$ cat config.mk
export PLATFORM = sky130hd
export DESIGN_NAME = shift_arbiter
export DESIGN_NICKNAME = d
export VERILOG_FILES = /design/src/rtl/shift_arbiter.sv
export SDC_FILE = /design/constraint.sdc
export NUM_CORES = 1
export LEC_CHECK = 0
export BUFFER_PORTS_ARGS = -buffer_cell sky130_fd_sc_hd__buf_2
export CORE_UTILIZATION = 51
export DETAILED_ROUTE_END_ITERATION = 6
export PLACE_DENSITY_LB_ADDON = 0.3
export SYNTH_ARGS = -nofsm -noshare
export SYNTH_HDL_FRONTEND = slang
export SYNTH_SLANG_ARGS = --single-unit
$ cat constraint.sdc
create_clock -name clk -period 3.9 [get_ports clk]
set_input_delay 0.585 -clock clk [delete_from_list [all_inputs] [get_ports clk]]
set_output_delay 0.585 -clock clk [all_outputs]
set_load 0.01 [all_outputs]
$ cat src/rtl/shift_arbiter.sv
// Two-requester round-robin front end for a fixed-latency pipelined barrel shifter.
// Issues at most one request per cycle, tags it, and routes the result back to its owner.
module shift_arbiter #(
    parameter int LAT     = 5,
    parameter int MAX_OUT = 4
) (
    input  logic        clk,
    input  logic        rst,

    input  logic        req0_valid,
    input  logic [31:0] req0_data,
    input  logic [4:0]  req0_amt,
    output logic        req0_ready,

    input  logic        req1_valid,
    input  logic [31:0] req1_data,
    input  logic [4:0]  req1_amt,
    output logic        req1_ready,

    output logic        sh_valid,
    output logic [31:0] sh_data,
    output logic [4:0]  sh_amt,
    input  logic [31:0] sh_result,

    output logic        res0_valid,
    output logic [31:0] res0_data,
    output logic        res1_valid,
    output logic [31:0] res1_data,

    output logic        idle
);

    localparam logic [2:0] MAX_OUT_C = 3'(MAX_OUT);

    logic        ptr_q, ptr_d;
    logic [2:0]  cnt0_q, cnt0_d;
    logic [2:0]  cnt1_q, cnt1_d;

    // Bit 0 is the issue register; bits 1..LAT are the tag stages, bit LAT lines up with sh_result.
    logic [LAT:0] pipe_vld_q, pipe_vld_d;
    logic [LAT:0] pipe_tag_q, pipe_tag_d;

    logic [31:0] sh_data_q, sh_data_d;
    logic [4:0]  sh_amt_q, sh_amt_d;

    logic        res0_valid_q, res0_valid_d;
    logic [31:0] res0_data_q, res0_data_d;
    logic        res1_valid_q, res1_valid_d;
    logic [31:0] res1_data_q, res1_data_d;

    logic elig0, elig1;
    logic grant0, grant1;
    logic accept;
    logic tail_vld, tail_tag;

    // Arbitration: ready is purely a function of valid, credit and the priority pointer.
    always_comb begin
        elig0  = req0_valid && (cnt0_q < MAX_OUT_C);
        elig1  = req1_valid && (cnt1_q < MAX_OUT_C);
        grant0 = elig0 && (!elig1 || !ptr_q);
        grant1 = elig1 && (!elig0 || ptr_q);
        accept = grant0 || grant1;

        ptr_d = ptr_q;
        if (grant0) begin
            ptr_d = 1'b1;
        end else if (grant1) begin
            ptr_d = 1'b0;
        end
    end

    always_comb begin
        sh_data_d  = sh_data_q;
        sh_amt_d   = sh_amt_q;
        if (grant1) begin
            sh_data_d = req1_data;
            sh_amt_d  = req1_amt;
        end else if (grant0) begin
            sh_data_d = req0_data;
            sh_amt_d  = req0_amt;
        end
        pipe_vld_d = {pipe_vld_q[LAT-1:0], accept};
        pipe_tag_d = {pipe_tag_q[LAT-1:0], grant1};
    end

    assign tail_vld = pipe_vld_q[LAT];
    assign tail_tag = pipe_tag_q[LAT];

    always_comb begin
        res0_valid_d = tail_vld && !tail_tag;
        res1_valid_d = tail_vld && tail_tag;
        res0_data_d  = res0_valid_d ? sh_result : res0_data_q;
        res1_data_d  = res1_valid_d ? sh_result : res1_data_q;
    end

    // Credits return on the registered result pulse, so a freed slot is usable the next cycle.
    always_comb begin
        cnt0_d = cnt0_q;
        if (grant0 && !res0_valid_q) begin
            cnt0_d = cnt0_q + 3'd1;
        end else if (!grant0 && res0_valid_q) begin
            cnt0_d = cnt0_q - 3'd1;
        end

        cnt1_d = cnt1_q;
        if (grant1 && !res1_valid_q) begin
            cnt1_d = cnt1_q + 3'd1;
        end else if (!grant1 && res1_valid_q) begin
            cnt1_d = cnt1_q - 3'd1;
        end
    end

    always_ff @(posedge clk) begin
        if (rst) begin
            ptr_q        <= 1'b0;
            cnt0_q       <= '0;
            cnt1_q       <= '0;
            pipe_vld_q   <= '0;
            pipe_tag_q   <= '0;
            sh_data_q    <= '0;
            sh_amt_q     <= '0;
            res0_valid_q <= 1'b0;
            res0_data_q  <= '0;
            res1_valid_q <= 1'b0;
            res1_data_q  <= '0;
        end else begin
            ptr_q        <= ptr_d;
            cnt0_q       <= cnt0_d;
            cnt1_q       <= cnt1_d;
            pipe_vld_q   <= pipe_vld_d;
            pipe_tag_q   <= pipe_tag_d;
            sh_data_q    <= sh_data_d;
            sh_amt_q     <= sh_amt_d;
            res0_valid_q <= res0_valid_d;
            res0_data_q  <= res0_data_d;
            res1_valid_q <= res1_valid_d;
            res1_data_q  <= res1_data_d;
        end
    end

    assign req0_ready = grant0;
    assign req1_ready = grant1;
    assign sh_valid   = pipe_vld_q[0];
    assign sh_data    = sh_data_q;
    assign sh_amt     = sh_amt_q;
    assign res0_valid = res0_valid_q;
    assign res0_data  = res0_data_q;
    assign res1_valid = res1_valid_q;
    assign res1_data  = res1_data_q;
    assign idle       = (cnt0_q == 3'd0) && (cnt1_q == 3'd0);

endmodule
Word-level counts from Yosys, hierarchy flattened
Cells that the tools add are included.

Flip-flop bits (word level): 122. Output and inout port bits: 107. Logic and storage cells: 54.

Add/subtract/negate cells: 4. $lt $le $gt $ge: 2. Mux-type cells: 10. Reductions and logical operators: 27.

Operators by type and width (number): $mux 32 (2); $mux 3 (4); $logic_and 1x1->1 (11); $mux 5 (2); $logic_not 1->1 (8); $add 3x1->3 const B (2); $logic_not 3->1 (2); $lt 3x3->1 const B (2); $reduce_bool 2->1 (3); $sub 3x1->3 const B (2); $logic_or 1x1->1 (3); $mux 1 (2).

Longest topological paths before layout
Depth in word-level cells: 9. Depth in mapped cells: 10. Depth with buffers taken out: 8.

Least setup slack after synthesis
OpenSTA, ideal clock, no wires.

Kind: input to register. Start point: input req1_valid. End point: register cnt1_q[2]. Library setup time: 0.070 ns. Data arrival time: 2.455 ns. Required time: 3.830 ns. Slack: 1.375 ns. Stages on the path: 9. Path buffers: 1. Path through: nor2b_2 > clkbuf_1 > and2_1 > ha_1 > inv_1 > fa_1 > xor2_1 > or3_1 > a21oi_1.

Cells in the longest elaborated chain, start to end: 5. Elaborated cells on any way between the ends: 7. Classes of those cells: mux (1); reduce/logical (6).

RTL lines: start, declared (RTL line 15) `input logic req1_valid,`; $logic_and 1x1->1 * (RTL line 59) `elig1 = req1_valid && (cnt1_q < MAX_OUT_C);`; $logic_and 1x1->1 * (RTL line 61) `grant1 = elig1 && (!elig0 || ptr_q);`; via req1_ready (RTL line 18) `output logic req1_ready,`; $logic_not 1->1 (RTL line 108) `end else if (!grant1 && res1_valid_q) begin`; $logic_and 1x1->1 (RTL line 108); $reduce_bool 2->1 (no source line); end signal, assigned (RTL line 129) `cnt1_q <= cnt1_d;`; end, declared (RTL line 37) `logic [2:0] cnt1_q, cnt1_d;`.

Mark *: on every way through the listed nets, which the timed path passes. The rest lies on a longest branch. A chain may end at the register's enable or synchronous reset.

Final worst setup path
Start point: register cnt1_q[2]. End point: output req0_ready.

Cells in the longest elaborated chain, start to end: 5.

RTL lines: $lt 3x3->1 (RTL line 59); $logic_and 1x1->1 (RTL line 59); $logic_not 1->1 (RTL line 60) `grant0 = elig0 && (!elig1 || !ptr_q);`; $logic_or 1x1->1 (RTL line 60); $logic_and 1x1->1 (RTL line 60); end, declared (RTL line 13) `output logic req0_ready,`.

No other way between the ends.

==> key figures <==
Outcome
  – Status: completed

Die
  – Chip height: 101 µm
  – Core ar.: roughly 9400 µm²
  – Die area: about 10,000 µm²
  – Width of the die: between 100 and 150 µm
  – IO Pins: approximately 220
  – Cell row count: 35
  – Initial Utilization: a little over half

Final layout
  – Post-layout util: 71.1%
  – Final nets: 873
  – Area Overhead vs Synth: 33.1%
  – Sequential cell area: 2440 µm²
  – # fillers: 787
  – Layout cells sized above 1: 33.8%
  – Finished Cell Area: around 6700 µm²
  – Area of the multi-input gates: roughly 2200 µm²
  – Antenna diode count: 0

Setup path
  – Critical Path Fanout Max: slightly below 80
  – FF-to-FF Start: cnt1_q[2]
  – CP required: 3.31 ns
  – Reg2reg end: cnt0_q[2]
  – Reg2reg setup slack: 1.46 ns
  – Crit Path Class: flop to output port
  – Reg2Reg Depth: 9
  – Worst endpoint data arrival time: about 1.9 ns
  – Startpoint Class: flop
  – Critical Path Sink Type: output port

Clock network
  – Sink Count: approximately 120
  – Clock-pin slew on the worst setup and hold paths: roughly 0.060 ns
  – Clock root buffer: clkbuf_8
  – H-tree depth: 4
  – Max Root-Sink Buffers: 2
  – CTS tree: yes
  – Post-CTS setup buffers: 0
  – CTS Buf Count: 17
  – Post-CTS Resized: 0
  – Hold-fix buffers, CTS: 0
  – Clock Latency Late Sink: about 0.51 ns

Synthesis
  – Seq/Total Area, Yosys: 48.8%
  – Yosys reg bits: about 120
  – Mapped Nets: 685
  – Cell Area, Synth: 5000 µm²
  – Synth warn: 0
  – Distinct cell type count after synthesis: 26
  – Mapped Cells: ~570
  – Area contributors post-synth: dfxtp_1 (49%), nand2_1 (9.7%), and4b_1 (7.4%), a21oi_1 (6.7%), a2111oi_0 (6.5%)
  – Largest area contributor in the netlist: dfxtp_1
  – Yosys top cell area share: 48.8%
  – Syn Area/Cell: approximately 9 µm²

Power
  – Leakage power: roughly 3.4 nW
  – Pwr Density: 519 nW/µm²
  – Peak supply drop: between 0.0002 and 0.0003 V

Route
  – DR WL/cell: between 10 and 15 µm
  – WL final: 13.0 mm
  – 1st-iter DRT viols: 111
  – Routed vias: slightly below 5,000
  – Detailed-router iteration count before antenna repair: 5
  – Final ANT Viol Nets: 0
  – Routed vias/inst: roughly 5.3
  – # DRC: 0

Timing
  – RSZ-0062 raised after global routing: false
  – Slew @ Worst Pin: approximately 1.2 ns
  – Final setup violation count: 0
  – Final hold violation count: 0
  – Maximum clock rate: 410 MHz
  – Worst clock skew: approximately 0.010 ns
  – Setup TNS: 0 ns
  – Final worst-path cycle share: 62.6%
  – Worst rel slew slack: 22.8%
  – Min cycle time layout: approximately 2.4 ns
  – Final Slew Violations: 0

GRT
  – Met3 usage: slightly below 7%
  – Met2 Track Usage GR: between 40 and 50%
  – Antenna violations before repair: 0
  – Vias in the first global route: roughly 4,500
  – GRT overflow: 0
  – First-pass GRT wire length: approximately 21 mm
  – Gr busiest metal: met2
  – Largest net degree at the start of global routing: about 100
  – GRT Overall Usage: approximately 26%
  – GRT met1 Usage: 30.3%

Min path
  – HP Start: sh_result[22]
  – Worst Hold End: res0_data[22]
  – Worst hold stages: 3
  – Worst hold path class: input port to flop

Job
  – Max_cap viols: 0

Place
  – Global placer's final weighted congestion: roughly 0.79
  – Placed cell areas: about 6100 µm²
  – Number of I/O port buffers: 216
  – DP Wirelength: about 8.8 mm
## kinds of logic (layout without fill, tap and decap cells)
family	Yosys count	after routing	share of synthesized area (%)
compound gates	144	144	20.1
mux	2	2	0.400
fa+ha+maj	4	4	1.30
flops	122	122	48.8
buf+inv	97	298	7.85
xor+xnor	4	4	0.700
simple gates	198	198	20.9
## through the flow
stage | power (W) | hold WS, ns | worst slack (ns) | instances
after floorplan | 0.00177 | 0.414 | 1.37 | 571
after global placement | 0.00196 | 0.416 | 1.26 | 869
after detailed placement | 0.00198 | 0.428 | 1.18 | 869
after CTS | 0.00348 | 0.302 | 1.44 | 901
after global routing | 0.00360 | 0.310 | 1.25 | 901
final | 0.00346 | 0.320 | 1.46 | 901
## critical path, stage by stage, from the launching register on
cell and delay [ns]:
dfxtp_1 0.35, nor2b_4 0.12, buf_4 0.51, a21oi_1 0.18
buf_2 0.18
## cells in the mapped netlist
master,number
nand2_1,129
dfxtp_1,122
a21oi_1,67
clkbuf_1,43
inv_1,41
a2111oi_0,37
a211o_1,37
and4b_1,37
nor2b_1,13
buf_2,11
nor2_1,7
xor2_1,4
and2_1,2
buf_6,2
fa_1,2
ha_1,2
mux2i_1,2
nand2b_1,2
nor3_1,2
o21ai_0,2
or3_1,2
nor2b_2,1
nor3_2,1
o21ba_2,1
or3b_1,1
or4_1,1
## registers in the layout (all words and copies together), names as in the netlist
register    cells
pipe_tag_q      6
cnt0_q          3
sh_data        32
res0_data      32
res0_valid      1
ptr_q           1
sh_amt          5
pipe_vld_q      6
res1_data      32
cnt1_q          3
res1_valid      1
## worst max-delay path by stage
stage / to / cells after the start / from
detailed placement: cnt0_q[2] / 10 / req1_valid
finish: req0_ready / 4 / cnt1_q[2]
global route: cnt0_q[2] / 9 / cnt1_q[2]
CTS: req0_ready / 4 / cnt1_q[2]
floorplan: cnt1_q[2] / 9 / req1_valid
global placement: cnt0_q[2] / 10 / req1_valid
## report_power, final
part | switching, W | total (W) | internal (W)
logic | 0.000314 | 0.000552 | 0.000238
clock network | 0.000625 | 0.00150 | 0.000871
registers | 0.0000653 | 0.00141 | 0.00134
total | 0.00100 | 0.00346 | 0.00245
## metal layers
metal | share of wire [%] | wire, µm
met5 | 0 | 0
met1 | 43 | 5620
met2 | 47 | 6150
met4 | 2.3 | 295
met3 | 7.4 | 957
## layout make-up
type	instances	area share (%)
Tap cell	129	2.42
Sequential cell	122	36.7
Timing Repair Buffer	225	17.3
Clock inverter	15	2.31
Multi-Input combinational cell	352	32.8
Inverter	41	2.31
Clock buffer	17	6.22
## cell usage in the layout, fill, tap and decap left out, types with 3 or more instances in the layout
| cell | n |
|---|---|
| clkbuf_16 | 16 |
| inv_8 | 3 |
| nor2_1 | 7 |
| and4b_1 | 37 |
| dfxtp_1 | 122 |
| nor2b_1 | 12 |
| xor2_1 | 4 |
| inv_1 | 41 |
| a2111oi_0 | 37 |
| buf_2 | 215 |
| nand2_1 | 129 |
| inv_6 | 7 |
| a211o_1 | 37 |
| a21oi_1 | 67 |
| buf_4 | 10 |
(Power assumes the default switching activity.)
